[src/rtl/fc_pkg.sv]
// Shared types and default sizing for the fully-connected activation packer.
// Build option: FC_PACK_ROUND_EN selects round-half-up requantization.
package fc_pkg;

  localparam int DEF_WIDTH = 8;
  localparam int DEF_IN    = 128;
  localparam int DEF_ACC_W = DEF_WIDTH * 2 + $clog2(85);
  localparam int DEF_SHIFT = 7;

  typedef enum logic {
    FILL = 1'b0,
    HOLD = 1'b1
  } pack_state_t;

  typedef logic [DEF_WIDTH-1:0] act_vec_t [0:DEF_IN-1];

endpackage

[src/rtl/fc_requant.sv]
// Combinational requantizer: drop negatives, shift, clamp to positive range.
// Build option: FC_PACK_ROUND_EN adds a half-LSB term before the shift.
module fc_requant #(
  parameter int ACC_WIDTH = 23,
  parameter int WIDTH     = 8,
  parameter int SHIFT     = 7
) (
  input  logic [ACC_WIDTH-1:0] acc,
  output logic [WIDTH-1:0]     act
);

  localparam logic signed [ACC_WIDTH:0] MAXV =
    (ACC_WIDTH+1)'((1 << (WIDTH-1)) - 1);

  logic signed [ACC_WIDTH:0] ext;
  logic signed [ACC_WIDTH:0] sum;
  logic signed [ACC_WIDTH:0] shd;

  assign ext = {acc[ACC_WIDTH-1], acc};

`ifdef FC_PACK_ROUND_EN
  localparam int RS = (SHIFT > 0) ? SHIFT - 1 : 0;
  localparam logic signed [ACC_WIDTH:0] RND =
    (SHIFT > 0) ? ((ACC_WIDTH+1)'(1) << RS) : '0;
  // One extra bit keeps the rounded maximum positive value from wrapping.
  assign sum = ext + RND;
`else
  assign sum = ext;
`endif

  assign shd = sum >>> SHIFT;

  always_comb begin
    act = WIDTH'(shd);
    unique case (1'b1)
      acc[ACC_WIDTH-1]: act = '0;
      (shd > MAXV):     act = WIDTH'(MAXV);
      default:          act = WIDTH'(shd);
    endcase
  end

endmodule

[src/rtl/fc_act_packer.sv]
// Packs a serial stream of requantized accumulator results into a held vector.
// Build option: FC_PACK_ROUND_EN enables rounding in fc_requant.
module fc_act_packer
  import fc_pkg::*;
#(
  parameter int WIDTH     = DEF_WIDTH,
  parameter int IN        = DEF_IN,
  parameter int ACC_WIDTH = WIDTH * 2 + $clog2(85),
  parameter int SHIFT     = DEF_SHIFT
) (
  input  logic                     clk,
  input  logic                     rst_n,
  input  logic                     s_valid,
  output logic                     s_ready,
  input  logic [ACC_WIDTH-1:0]     s_data,
  input  logic                     s_last,
  output logic                     m_valid,
  input  logic                     m_ready,
  output logic [WIDTH-1:0]         m_data [0:IN-1],
  output logic [$clog2(IN+1)-1:0]  count,
  output logic                     err_short
);

  localparam int CW = $clog2(IN + 1);
  localparam int IW = (IN > 1) ? $clog2(IN) : 1;

  pack_state_t      state;
  pack_state_t      nxt;
  logic [WIDTH-1:0] act;
  logic [IW-1:0]    idx;
  logic             acc;
  logic             last_full;
  logic             take;

  fc_requant #(
    .ACC_WIDTH(ACC_WIDTH),
    .WIDTH    (WIDTH),
    .SHIFT    (SHIFT)
  ) u_rq (
    .acc(s_data),
    .act(act)
  );

  assign idx       = count[IW-1:0];
  assign acc       = s_valid && s_ready;
  assign take      = m_valid && m_ready;
  assign last_full = (count == CW'(IN - 1));

  always_ff @(posedge clk or negedge rst_n) begin
    if (!rst_n) state <= FILL;
    else        state <= nxt;
  end

  always_comb begin
    nxt     = state;
    s_ready = 1'b0;
    m_valid = 1'b0;
    unique case (state)
      FILL: begin
        s_ready = 1'b1;
        if (acc && (s_last || last_full)) nxt = HOLD;
      end
      HOLD: begin
        m_valid = 1'b1;
        if (m_ready) nxt = FILL;
      end
      default: nxt = FILL;
    endcase
  end

  // Entries are cleared on release so a short next vector leaves zeros.
  always_ff @(posedge clk or negedge rst_n) begin
    if (!rst_n) begin
      count     <= '0;
      err_short <= 1'b0;
      for (int i = 0; i < IN; i++) m_data[i] <= '0;
    end else if (take) begin
      count <= '0;
      for (int i = 0; i < IN; i++) m_data[i] <= '0;
    end else if (acc) begin
      m_data[idx] <= act;
      count       <= count + CW'(1);
      if (s_last && !last_full) err_short <= 1'b1;
    end
  end

endmodule

[config.mk]
export PLATFORM = sky130hd
export DESIGN_NAME = fc_act_packer
export DESIGN_NICKNAME = d
export VERILOG_FILES = /design/src/rtl/fc_pkg.sv /design/src/rtl/fc_requant.sv /design/src/rtl/fc_act_packer.sv
export SDC_FILE = /design/constraint.sdc
export NUM_CORES = 1
export LEC_CHECK = 0
export BUFFER_PORTS_ARGS = -buffer_cell sky130_fd_sc_hd__buf_2
export CAP_MARGIN = 20
export CORE_AREA = 4 4 416 418
export CTS_CLUSTER_DIAMETER = 50
export DETAILED_ROUTE_END_ITERATION = 7
export DIE_AREA = 0 0 420 422
export GPL_ROUTABILITY_DRIVEN = 1
export SETUP_SLACK_MARGIN = 0.4
export SYNTH_ARGS = -nofsm -noshare
export SYNTH_HDL_FRONTEND = slang
export SYNTH_SLANG_ARGS = --single-unit
[constraint.sdc]
create_clock -name clk -period 2 [get_ports clk]
set_input_delay 0 -clock clk [delete_from_list [all_inputs] [get_ports clk]]
set_output_delay 0 -clock clk [all_outputs]
set_load 0.02 [all_outputs]
==> metrics.md <==
| Metric | Value |
|---|---|
| Fin nets | 4055 |
| Initial drt markers | between 2000 and 2500 |
| Avg Inst Size Synth | about 14 um2 |
| EDFF count, synth | 0 |
| GRT Util Overall | 20.1% |
| Critical-path cell list | buf_4 -> and2_4 -> buf_12 -> buf_4 -> a21oi_2 -> a22o_1 |
| Clk_skew | around 0.033 ns |
| Relative slew slack | between 50% and 60% |
| Fin. Hold Viols | 0 |
| Placed cell count | 6004 |
| Post-Layout Cell Count | between 6000 and 7000 |
| Setup crit end kind | register |
| Pwr/cell area | around 880 mW/mm2 |
| Routed wire length | 186000 um |
| Slowest stage cell on the critical path | a21oi_2 |
| Clk slew on worst S/H paths | roughly 0.060 ns |
| Worst min path class | primary input to asynchronous set/reset pin |
| CP max stage delay | ~0.54 ns |
| Synth async-reset ratio | 100% |
| Most frequent CP cell | buf_4 |
| R2R depth | 6 |
| Crit-path max FO | 10 |
| Vias per cell | approximately 5 |
| Most used DFF post-synth | dfrtp_1 |
| Pre-CTS setup slack | -0.227 ns |
| Initial antenna violation count | 5 |
| Sequential fraction of the synthesis area | 69.5% |
| Final Critical Period | 1.99 ns |
| Util after Layout | about a third |
| RSZ-0062 raised after global routing | yes |
| CP startpoint | state |
| I/O Buffers | approximately 1100 |
| Pleak | 0.0293 uW |
| Post-synth top area share | around 70% |
| Die area | ~0.18 mm2 |
| Max clock buf depth | 3 |
| I/O pin total | 1063 |
| CTS tree | done |
| Count of cell types in the netlist | between 40 and 50 |
| R2R setup slack | ~0.008 ns |
| Final Cycle Share | about 100% |
| Flops & latches, synth | between 1000 and 1500 |
| Mapped Cells | between 2000 and 3000 |
| Reg2reg end | m_data[328] |
| Via count | 31068 |
| Setup TNS | 0 ns |
| # clock sinks | ~1000 |
| Largest area contributor in the netlist | dfrtp_1 |
| Least-Margin Pin Slew | around 0.7 ns |
| Die Ht | roughly 420 um |
| Total power | 50600 uW |
| Global route overflow | 0 |
| Die width | approximately 420 um |
| CTS Root Buffer Type | clkbuf_16 |
| DR DRC count | 0 |
| Pre-Repair DR Iteration Count | 5 |
| First-pass GRT wire length | approximately 260000 um |
| Critical path class | register to register |
| Worst setup margin | between 0.007 and 0.008 ns |
| CTS Buf Count | 118 |
| Largest net degree at the start of global routing | roughly 110 |
| Syn Nets | approximately 2600 |
| Met1 Wirelength | 72600 um |
| Core Region | between 0.15 and 0.2 mm2 |
| Max Fclk | 502 MHz |
| Status | completed |
| Cell Area, Synth | between 0.03 and 0.04 mm2 |
| Clk_lat worst skew | 0.76 ns |
| CP startpoint kind | register |
| Synth area leaders | dfrtp_1, o2bb2ai_1, a22o_1 |
| Worst Path Arrival | around 2.7 ns |
| Maxcap violations | 0 |
| Routed len/inst | just under 30 um |
| Share of cells above drive strength 1 | about 52% |
| VDD IR max | 0.000824 V |
| DRT antenna net count | 0 |
| Row count | between 150 and 200 |
| Via count of the first global-routing pass | 31392 |
| Total number of yosys warnings | 0 |
| Setup-failing EPs final | 0 |
| Routability Congestion | slightly below 0.9 |
| H-tree Lvls | 3 |
| Layout area overhead | 53.9% |
| DR top layer | met4 |
| HPWL after DPL | roughly 130000 um |
| Initial Utilization | around 22% |
| Required time worst endpoint | about 2.7 ns |
| Fin. max-slew vios | 0 |
| RR Startpoint | state |
| WL met3 | around 12000 um |
| Metal2 WL | roughly 91000 um |
==> layer usage <==
metal	global-route usage [%]	up-vias
met5	0	-
met1	24.7	16275
li1	-	12865
met3	4.09	352
met2	33.4	1576
met4	10.1	0
==> placed cells by master, fill, tap and decap left out, types with 12 or more instances in the layout <==
cell / n
buf_2: 1054
dfrtp_1: 1027
a22o_1: 364
o2bb2ai_1: 357
buf_4: 197
o2bb2ai_2: 161
buf_12: 132
clkbuf_16: 121
and2_1: 112
a21oi_4: 69
a21oi_2: 53
nor2_4: 48
nand2_4: 40
nor2_2: 29
nand2_2: 26
nand2_1: 26
clkbuf_8: 24
buf_6: 21
nor2_1: 20
and2_4: 17
clkbuf_1: 17
buf_16: 17
buf_8: 15
o2bb2ai_4: 14
clkinv_2: 12
dlygate4sd3_1: 12
==> sequential cells by signal (all words and copies together), names as in the netlist <==
name	flops
count	8
state	1
m_data	1024
err_short	1
==> logic make-up after synthesis <==
| kind of cell | count (synthesis) | synth area share, % |
|---|---|---|
| multiplexers | 1 | 0.0269 |
| AO/OA/AOI/OAI | 1032 | 23.0 |
| flip-flops | 1034 | 69.5 |
| adder cells (fa/ha/maj) | 1 | 0.0336 |
| AND/OR/NAND/NOR | 380 | 5.58 |
| buffers and inverters | 147 | 1.82 |
| XOR/XNOR | 3 | 0.0706 |
==> cells in the mapped netlist, drive strengths merged, types with 2 or more instances <==
library cell  number
nand3b             3
o2bb2ai          532
nand3              8
a22o             364
o21ai              3
nor3b              3
nand2b             6
o31ai              2
nor4               4
clkbuf            47
nand4              2
or3b               3
nor3               7
xnor2              2
buf               98
a21oi            129
nand2            101
dfrtp           1034
nor2              97
inv                2
or2                8
and2             129
nor2b              5
==> layout make-up <==
cell class,count,area (um2)
repair buffers,1453,10600
flip-flops and latches,1034,25900
inverters,2,7.51
diodes,2,5.00
clock buffers,159,3350
fillers,16366,112000
multi-input cells,1417,13900
well taps,2218,2780
clock inverters,59,763
==> worst max-delay path: cells and delay by family (launching register included) <==
family / cells / cell delay [ns]
AOI/OAI and AO/OA: 2 / 0.77
buffers and inverters: 3 / 0.50
DFF: 1 / 0.41
and+or+nand+nor: 1 / 0.20
==> timing repair <==
| action | CTS | global route |
|---|---|---|
| resized for setup | 216 | 332 |
| setup buffers | 70 | 27 |
| pin swaps | 36 | 115 |
| endpoints found under the hold margin | 1848 | 0 |
| hold buffers | 12 | 0 |
| gates cloned | 8 | 3 |
| setup endpoints to repair | 1040 | 1039 |
==> worst max-delay path by stage <==
stage | depth (start not counted) | slack (ns) | to
after global placement | 5 | -0.22 | m_data[1004]
after global routing | 9 | -0.04 | m_data[695]
after CTS | 6 | 0.002 | m_data[679]
after floorplan | 5 | 0.22 | m_data[831]
final | 6 | 0.008 | m_data[328]
after detailed placement | 5 | -0.23 | m_data[1006]
==> through the flow <==
step,instance area [um2],hold WS (ns)
finish,57300,0.0797
global placement,48500,-0.0402
detailed placement,48500,-0.0271
CTS,55000,0.00842
global route,57300,0.0525
floorplan,37800,-0.296
==> power breakdown <==
group	total (uW)	internal, uW	switching [uW]
logic	6280	2250	4030
clock network	22600	13100	9520
registers	21700	21400	378
No activity file was read; power rests on OpenSTA's default activity.
